$ cat src/rtl/uart_fifo_param.sv
// Parametrised single-clock byte FIFO for the UART paths: occupancy count, threshold flags,
// sticky overflow/underflow errors, synchronous flush and optional first-word fall-through.
module uart_fifo_param #(
    parameter int data_width          = 8,
    parameter int bits_depth          = 2,
    parameter int almost_full_margin  = 1,
    parameter int almost_empty_margin = 1,
    parameter int fwft                = 0
) (
    input  logic                  clock,
    input  logic                  reset,
    input  logic                  clear,
    input  logic                  write_flag,
    input  logic                  read_flag,
    input  logic [data_width-1:0] data_in,
    output logic [data_width-1:0] data_out,
    output logic [bits_depth:0]   count,
    output logic                  empty_flag,
    output logic                  full_flag,
    output logic                  almost_empty_flag,
    output logic                  almost_full_flag,
    output logic                  overflow_flag,
    output logic                  underflow_flag
);

    localparam int depth = 1 << bits_depth;
    localparam logic [bits_depth:0] full_level = (bits_depth+1)'(depth);
    localparam logic [bits_depth:0] af_level   = (bits_depth+1)'(depth - almost_full_margin);
    localparam logic [bits_depth:0] ae_level   = (bits_depth+1)'(almost_empty_margin);

    logic [data_width-1:0] mem [depth];
    logic [bits_depth-1:0] rd_ptr;
    logic [bits_depth-1:0] wr_ptr;
    logic                  rd_ok;
    logic                  wr_ok;
    logic                  ovf_evt;
    logic                  udf_evt;

    assign empty_flag        = (count == '0);
    assign full_flag         = (count == full_level);
    assign almost_full_flag  = (count >= af_level);
    assign almost_empty_flag = (count <= ae_level);

    assign rd_ok   = read_flag & ~empty_flag;
    assign wr_ok   = write_flag & (~full_flag | rd_ok);
    assign ovf_evt = write_flag & ~wr_ok;
    // In fall-through mode a read+write on an empty FIFO counts as a plain write, not an underflow.
    assign udf_evt = read_flag & empty_flag & ~((fwft != 0) & write_flag);

    always_ff @(posedge clock or negedge reset) begin
        if (!reset) begin
            rd_ptr         <= '0;
            wr_ptr         <= '0;
            count          <= '0;
            overflow_flag  <= 1'b0;
            underflow_flag <= 1'b0;
        end else if (clear) begin
            rd_ptr         <= '0;
            wr_ptr         <= '0;
            count          <= '0;
            overflow_flag  <= 1'b0;
            underflow_flag <= 1'b0;
        end else begin
            if (wr_ok) wr_ptr <= wr_ptr + 1'b1;
            if (rd_ok) rd_ptr <= rd_ptr + 1'b1;
            case ({wr_ok, rd_ok})
                2'b10:   count <= count + 1'b1;
                2'b01:   count <= count - 1'b1;
                default: count <= count;
            endcase
            if (ovf_evt) overflow_flag  <= 1'b1;
            if (udf_evt) underflow_flag <= 1'b1;
        end
    end

    // Storage is deliberately left out of reset so it maps onto plain RAM.
    always_ff @(posedge clock) begin
        if (wr_ok && !clear) mem[wr_ptr] <= data_in;
    end

    generate
        if (fwft != 0) begin : g_fwft
            assign data_out = empty_flag ? '0 : mem[rd_ptr];
        end else begin : g_reg
            logic [data_width-1:0] dout_q;
            always_ff @(posedge clock or negedge reset) begin
                if (!reset)      dout_q <= '0;
                else if (clear)  dout_q <= '0;
                else if (rd_ok)  dout_q <= mem[rd_ptr];
            end
            assign data_out = dout_q;
        end
    endgenerate

endmodule

$ cat config.mk
export PLATFORM = sky130hd
export DESIGN_NAME = uart_fifo_param
export DESIGN_NICKNAME = d
export VERILOG_FILES = /design/src/rtl/uart_fifo_param.sv
export SDC_FILE = /design/constraint.sdc
export NUM_CORES = 1
export LEC_CHECK = 0
export CAP_MARGIN = 5
export CORE_ASPECT_RATIO = 0.75
export CORE_UTILIZATION = 58
export CTS_BUF_LIST = sky130_fd_sc_hd__clkbuf_8 sky130_fd_sc_hd__clkbuf_16
export CTS_CLUSTER_DIAMETER = 40
export CTS_CLUSTER_SIZE = 20
export DETAILED_ROUTE_END_ITERATION = 12
export PLACE_DENSITY = 0.87
export RECOVER_POWER = 25
export SETUP_SLACK_MARGIN = 0.4
export SLEW_MARGIN = 20
export SYNTH_ARGS = -nofsm -noshare
export SYNTH_HDL_FRONTEND = slang
export SYNTH_SLANG_ARGS = --single-unit
$ cat constraint.sdc
create_clock -name clock -period 4.9 [get_ports clock]
set_input_delay 1.225 -clock clock [delete_from_list [all_inputs] [get_ports clock]]
set_output_delay 1.225 -clock clock [all_outputs]
set_load 0.03 [all_outputs]
* Word level (Yosys, flattened, before mapping)
Memory sizes are Yosys's and may differ from the RTL's.
Index checks and enable logic that the tools add are counted.
Widths: inputs -> output; s select.
** Cells by class
- Add/sub/neg operators :: 4
- Multiply operators :: 0
- Div/mod/pow operators :: 0
- $lt $le $gt $ge :: 2
- Equal/unequal tests :: 3
- Shift-type cells :: 0
- Mux-type cells :: 14
- Bitwise operators :: 8
- Reductions and logical operators :: 8
** Operators with widths (number)
- $mux 8 :: 2
- $mux 2 :: 4
- $reduce_bool 2->1 :: 4
- $mux 1 :: 6
- $pmux 3 s2 :: 1
- $add 2x1->2 const B :: 2
- $and 1x1->1 :: 4
- $add 3x1->3 const B :: 1
- $eq 3x3->1 const B :: 1
- $ge 3x2->1 const B :: 1
- $le 3x1->1 const B :: 1
- $logic_not 3->1 :: 1
- $mux 3 :: 1
- $not 1->1 :: 3
- $reduce_bool 3->1 :: 1
- $sub 3x1->3 const B :: 1
- $eq 2x1->1 const B :: 1
- $eq 2x2->1 const B :: 1
- $logic_and 1x1->1 :: 1
- $logic_not 1->1 :: 1
- $or 1x1->1 :: 1
** Word-level totals
- Register bits :: 17
- Latch bits :: 0
- Memory bits (writable) :: 32
- ROM bits :: 0
- Input port bits :: 13
- Logic and storage cells :: 46
- Memories :: 1
** Memories
- mem :: depth 4, width 8, rd ports 1, clocked after memory_dff 0, write ports 1, line 31 : logic [data_width-1:0] mem [depth];

* Depth between registers and ports, before layout
Gate-level depths: netlist (run 1).
- Depth in word-level cells :: 9
- Gate-level depth with buffers :: 7

* Least setup slack after synthesis (run 1)
Ideal clock, no wire load.
- Kind :: reg-to-output
- From :: reg count[0]
- To :: out almost_full_flag
- Arrival time :: 1.420 ns
- Slack :: 2.255 ns
- Cell stages (with the launch flop) :: 3
- Buffers on the path :: 0
- Path through :: dfrtp_1 -> inv_1 -> o21ai_0
** On the way
- Cells in the longest elaborated chain, start to end :: 1
** Ends and longest elaborated chain
- start: declaration :: line 17 : output logic [bits_depth:0] count,
- start signal: assignment :: line 67 : 2'b10: count <= count + 1'b1;
- start signal: assignment :: line 68 : 2'b01: count <= count - 1'b1;
- start signal: assignment :: line 69 : default: count <= count;
- $ge 3x2->1 :: line 41 : assign almost_full_flag = (count >= af_level);
- end: declaration :: line 21 : output logic almost_full_flag,
Every way passes these cells.

* Final worst setup path (run 1)
- From :: reg count[1]
- To :: out empty_flag
** On the way
- Cells in the longest elaborated chain, start to end :: 1
** Ends and longest elaborated chain
- $logic_not 3->1 :: line 39 : assign empty_flag = (count == '0);
- end: declaration :: line 18 : output logic empty_flag,
Every way passes these cells.

==> results of run 1 <==
routing by layer:
| layer | wire (um) | global-route usage (%) |
|---|---|---|
| met4 | 63 | 7.143 |
| met3 | 239 | 6.884 |
| met1 | 1900 | 32.31 |
| met2 | 1970 | 33.25 |
| met5 | 0 | 0 |
worst max-delay path: cells and delay by family (launching register included):
family | cells | cell delay, ps
AND/OR/NAND/NOR | 1 | 170
buffers and inverters | 3 | 1060
adder cells (fa/ha/maj) | 1 | 420
flip-flops | 1 | 420
area by class of cell:
type | instances | share of cell area (%)
repair buffers | 29 | 10.99
clock buffers | 5 | 2.605
clock inverters | 3 | 1.090
multi-input cells | 90 | 28.94
well taps | 52 | 2.463
inverters | 10 | 1.421
flip-flops and latches | 49 | 52.49
stage by stage:
stage               utilization (%)  instance area [um2]  instances  power (mW)
finish                        71.68                 2641        238       1.291
global route                  71.68                 2641        238       1.356
CTS                           71.68                 2641        238       1.298
detailed placement            69.03                 2544        230       1.044
global placement              69.03                 2544        230       1.018
floorplan                         -                 2256        160      0.8892
state kept, by name (all words and copies together) (netlist names):
signal,count
data_out,8
wr_ptr,2
rd_ptr,2
underflow_flag,1
mem,32
count,3
overflow_flag,1
how the worst max path moves through the flow:
| stage | start | depth (start not counted) | end |
|---|---|---|---|
| after floorplan | count[0]$_DFFE_PN0P_ | 2 | almost_full_flag |
| after global routing | count[0]$_DFFE_PN0P_ | 5 | empty_flag |
| after detailed placement | read_flag | 4 | mem[3][7]$_DFFE_PP_ |
| after global placement | read_flag | 4 | mem[0][5]$_DFFE_PP_ |
| after CTS | count[1]$_DFFE_PN0P_ | 5 | empty_flag |
| final | count[1]$_DFFE_PN0P_ | 5 | empty_flag |
report_power, final:
part	total (mW)	internal [mW]	leakage, nW	switching [mW]
logic	0.504	0.213	0.420	0.292
registers	0.534	0.487	0.518	0.0470
clock network	0.253	0.107	0.0506	0.146
total	1.29	0.806	0.989	0.485
cell families after synthesis:
family,Yosys count
buffers and inverters,21
multiplexers,9
XOR/XNOR,1
adder cells (fa/ha/maj),9
AND/OR/NAND/NOR,35
flip-flops,49
AO/OA/AOI/OAI,36
cell usage in the layout, fill, tap and decap left out, types with 7 or more instances in the layout:
cell and instances:
mux4_1 8, nand3_1 9, inv_1 8, o21ai_0 13
nor2_1 8, dlygate4sd3_1 7, clkdlybuf4s50_1 22, dfrtp_1 17
edfxtp_1 32, ha_1 9, a21oi_1 16
==> summary.md, run 1 <==
| Metric | Value |
|---|---|
| Syn Inst Count | `160` |
| Min Tclk post-route | `3595 ps` |
| DP HPWL | `2974 um` |
| Sequential Area | `0.001386 mm2` |
| CTS max path bufs | `2` |
| DRC | `0` |
| Leak | `0.9894 nW` |
| Proportion of synthesized area in mux cells | `9.817%` |
| Footprint of the multi-input gates | `764.5 um2` |
| Peak Freq | `278.2 MHz` |
| Gr usage total | `22.55%` |
| Cell-by-cell trace of the critical path | `inv_1, ha_1, nand2b_4, inv_2, clkdlybuf4s50_1` |
| Setup tns final | `0 ps` |
| Register area share after synthesis | `61.45%` |
| Post-Synth Simple-Gate Area | `9.207%` |
| Row cnt | `19` |
| Ys flop type | `edfxtp_1` |
| Worst path arrival time | `2370 ps` |
| First-pass GRT wire length | `6630 um` |
| Top-count cell post-synth | `edfxtp_1` |
| Clock Latency Late Sink | `310 ps` |
| Die width | `74.02 um` |
| CTS-repair resized insts | `0` |
| Final Hold Fails | `0` |
| Cts hold-fix bufs | `0` |
| Final net count | `207` |
| DR vias | `1362` |
| Min setup slack post-route | `1305 ps` |
| Worst Hold Class | `register to register` |
| Area share of fa/ha/maj cells after synthesis | `4.992%` |
| Core box area | `0.003685 mm2` |
| Pre-CTS setup slack | `1382 ps` |
| Yosys reg bits | `49` |
| Vias in the first global route | `1287` |
| HP Start | `overflow_flag$_DFFE_PN0P_` |
| Post-synthesis area per instance | `14.10 um2` |
| Netlist cell types | `36` |
| CTS tree | `yes` |
| Worst R2R Path Depth | `5` |
| Syn. warnings | `0` |
| Post-Synthesis Net Count | `182` |
| Largest area contributor in the netlist | `edfxtp_1` |
| Final wirelength | `4174 um` |
| Largest family of logic cells by synthesized area | `multiplexers` |
| Worst path max stage delay | `700 ps` |
| H-tree levels | `2` |
| Vias per inst | `5.723` |
| Fill count | `242` |
| Worst EP required | `3670 ps` |
| Routed Antenna Nets | `0` |
| Xor and xnor area share after synthesis | `0.3882%` |
| Worst Path Max Fanout | `13` |
| Max Cap Viol | `0` |
| Peak supply drop | `0.3250 mV` |
| Initial antenna violation count | `0` |
| Routed len/inst | `17.54 um` |
| Final worst-path cycle share | `73.36%` |
| N_diodes | `0` |
| Ports | `30` |
| Worst-path clk slew | `90 ps` |
| Starting Density | `61.22%` |
| I/O Buffers | `29` |
| Critical path type | `register to primary output` |
| Top-area cell type share of the netlist area | `42.60%` |
| Status | `finished clean` |
| Post-CTS setup buffer count | `0` |
| Final setup vio count | `0` |
| Endpoint, Worst Hold | `overflow_flag$_DFFE_PN0P_` |
| GRT overflow | `0` |
| Die H | `56.01 um` |
| Hold Crit Depth | `2` |
| Max Slew Vio Count | `0` |
| Global placer's final weighted congestion | `0.7567` |
| Top cells by area, synth | `edfxtp_1 43%, dfrtp_1 19%, mux4_1 9.3%` |
| CP max stage cell | `clkdlybuf4s50_1` |
| Measured slew at the worst slew-check pin | `727.7 ps` |
| Clock Tree Root | `clkbuf_8` |
| Die ar. | `0.004146 mm2` |
| Rel. slew slack | `51.34%` |
| RSZ-0062 raised after global routing | `false` |
| CTS Buf Count | `5` |
| Area added between synthesis and finish | `17.08%` |
| Post-Syn Area | `0.002256 mm2` |
| Critical path endpoint category | `primary output` |
| Pwr dens | `488.8 mW/mm2` |
| Reg2reg start | `count[0]$_DFFE_PN0P_` |
| Iter 0 DRT Violations | `97` |
| Flop2flop setup slack | `2630 ps` |
| FFs w/ async S/R, synth | `34.69%` |
| Layout cells sized above 1 | `7.527%` |
| Largest net degree at the start of global routing | `20` |
| Post-synth EDFFs | `32` |
| Setup Skew | `4.852 ps` |
| Clk sinks | `49` |
| Most common library cells after synthesis | `32 x edfxtp_1, 17 x dfrtp_1, 16 x a21oi_1, 13 x o21ai_0` |
| Synth Area in Compound Gates | `9.484%` |
| Hold slack | `507.0 ps` |
| RR Endpoint | `mem[3][1]$_DFFE_PP_` |
| DR pass1 iterations | `4` |
| Startpoint types | `register` |
(Power assumes the default switching activity.)
==> inputs of run 2 (changes only) <==
--- a/config.mk
+++ b/config.mk
@@ -7,12 +7,12 @@
 export LEC_CHECK = 0
 export CAP_MARGIN = 5
 export CORE_ASPECT_RATIO = 0.75
-export CORE_UTILIZATION = 58
+export CORE_UTILIZATION = 49
 export CTS_BUF_LIST = sky130_fd_sc_hd__clkbuf_8 sky130_fd_sc_hd__clkbuf_16
 export CTS_CLUSTER_DIAMETER = 40
 export CTS_CLUSTER_SIZE = 20
 export DETAILED_ROUTE_END_ITERATION = 12
-export PLACE_DENSITY = 0.87
+export PLACE_DENSITY = 0.79
 export RECOVER_POWER = 25
 export SETUP_SLACK_MARGIN = 0.4
 export SLEW_MARGIN = 20
==> constraint.sdc (replaced) <==
create_clock -name clock -period 3.15 [get_ports clock]
set_input_delay 0.7875 -clock clock [delete_from_list [all_inputs] [get_ports clock]]
set_output_delay 0.7875 -clock clock [all_outputs]
set_load 0.03 [all_outputs]
==> summary.md, run 2 (synthesis results as in run 1) <==
| Metric | Value |
|---|---|
| Starting Density | `53.34%` |
| Area added between synthesis and finish | `18.25%` |
| First-pass GRT wire length | `6851 um` |
| RSZ-0062 raised after global routing | `true` |
| Fill count | `298` |
| Post-CTS setup buffer count | `0` |
| Die ar. | `0.004882 mm2` |
| Final Hold Fails | `0` |
| Final setup vio count | `0` |
| Worst Path Max Fanout | `5` |
| Core box area | `0.004229 mm2` |
| Max Slew Vio Count | `0` |
| Finished Cell Area | `0.002668 mm2` |
| Rel. slew slack | `47.21%` |
| Die width | `80.35 um` |
| DR vias | `1364` |
| Peak supply drop | `0.5162 mV` |
| Clk sinks | `49` |
| Global placer's final weighted congestion | `0.7910` |
| Worst Hold Class | `register to register` |
| Setup tns final | `0 ps` |
| DP Area | `0.002570 mm2` |
| Final net count | `210` |
| CTS tree | `yes` |
| Vias in the first global route | `1394` |
| Measured slew at the worst slew-check pin | `789.3 ps` |
| Commonest non-fill, non-tap cells in the layout | `32 x edfxtp_1, 19 x clkdlybuf4s50_1, 16 x a21oi_1, 16 x dfrtp_1, 13 x o21ai_0` |
| Iter 0 DRT Violations | `81` |
| Worst-path clk slew | `90 ps` |
| Startpoint types | `register` |
| Sequential Area | `0.001388 mm2` |
| Vias per inst | `5.590` |
| Ports | `30` |
| Min Tclk post-route | `2657 ps` |
| Status | `finished clean` |
| Final worst-path cycle share | `84.34%` |
| Worst EP required | `2360 ps` |
| Gr usage total | `19.79%` |
| Routed len/inst | `16.91 um` |
| Pwr dens | `750.9 mW/mm2` |
| CTS Buf Count | `5` |
| Worst path arrival time | `1870 ps` |
| Row cnt | `20` |
| Peak Freq | `376.4 MHz` |
| Initial antenna violation count | `0` |
| Clock Latency Late Sink | `300 ps` |
| N_diodes | `0` |
| Reg with most FFs | `mem` |
| Final wirelength | `4126 um` |
| H-tree levels | `2` |
| Leak | `1.015 nW` |
| CTS-repair resized insts | `3` |
| Max Cap Viol | `0` |
| Critical path type | `register to primary output` |
| Die H | `60.76 um` |
| GRT overflow | `0` |
| Layout cells sized above 1 | `10.58%` |
| Clock Tree Root | `clkbuf_8` |
| CTS max path bufs | `2` |
| Critical path endpoint category | `primary output` |
| DR pass1 iterations | `4` |
| Number of flip-flops under the largest register name | `32` |
| I/O Buffers | `29` |
| Cts hold-fix bufs | `0` |
| DRC | `0` |
| Footprint of the multi-input gates | `767.0 um2` |
| Commonest non-fill, non-tap cell in the layout | `edfxtp_1` |
| Routed Antenna Nets | `0` |
| Largest net degree at the start of global routing | `19` |
| Setup Skew | `7.269 ps` |
| DP HPWL | `2900 um` |
[run 2: per-layer routing]
metal	part of all wire [%]	up-vias	routed length [um]	GRT usage [%]
li1	-	656	-	-
met1	45	664	1869	26.12
met2	50	38	2052	32.69
met3	4.0	6	164	4.662
met4	0.97	0	40	7.143
met5	0	-	0	0
[run 2: final timing paths]
path,slack [ps],startpoint,cells past startpoint,endpoint
worst max-delay path,490,count[0]$_DFFE_PN0P_,5,almost_full_flag
worst min-delay path,520,underflow_flag$_DFFE_PN0P_,2,underflow_flag$_DFFE_PN0P_
worst max register to register,1020,count[0]$_DFFE_PN0P_,5,mem[1][1]$_DFFE_PP_
worst min register to register,520,underflow_flag$_DFFE_PN0P_,2,underflow_flag$_DFFE_PN0P_
max in group asynchronous,1670,reset,1,count[2]$_DFFE_PN0P_
min in group asynchronous,940,reset,1,wr_ptr[0]$_DFFE_PN0P_
[run 2: per-stage QoR]
| stage | hold WS (ps) | util, % | cells | power (mW) | setup slack [ps] |
|---|---|---|---|---|---|
| floorplan | 491.9 | - | 160 | 1.383 | 942.7 |
| global placement | 481.2 | 60.77 | 236 | 1.595 | 489.3 |
| detailed placement | 509.8 | 60.77 | 236 | 1.631 | 415.2 |
| CTS | 532.7 | 63.08 | 244 | 2.017 | 402.6 |
| global route | 546.0 | 63.08 | 244 | 2.125 | 395.5 |
| finish | 524.6 | 63.08 | 244 | 2.003 | 493.2 |
[run 2: worst max-delay path: stages, from the launching register on]
cell and delay, ps:
dfrtp_1 430, ha_1 220, ha_1 170, nor2_1 70
o21ai_0 80, clkdlybuf4s50_1 590
[run 2: cell type report]
| class | instances | share of cell area (%) |
|---|---|---|
| sequential | 49 | 52.02 |
| timing repair buffer | 32 | 11.59 |
| inverter | 10 | 1.407 |
| clock inverter | 3 | 1.079 |
| multi-input combinational | 90 | 28.75 |
| tap | 55 | 2.580 |
| clock buffer | 5 | 2.580 |
[run 2: power breakdown]
part | switching [mW] | internal, mW
Sequential | 0.0774 | 0.758
Clock | 0.226 | 0.166
Combinational | 0.449 | 0.326
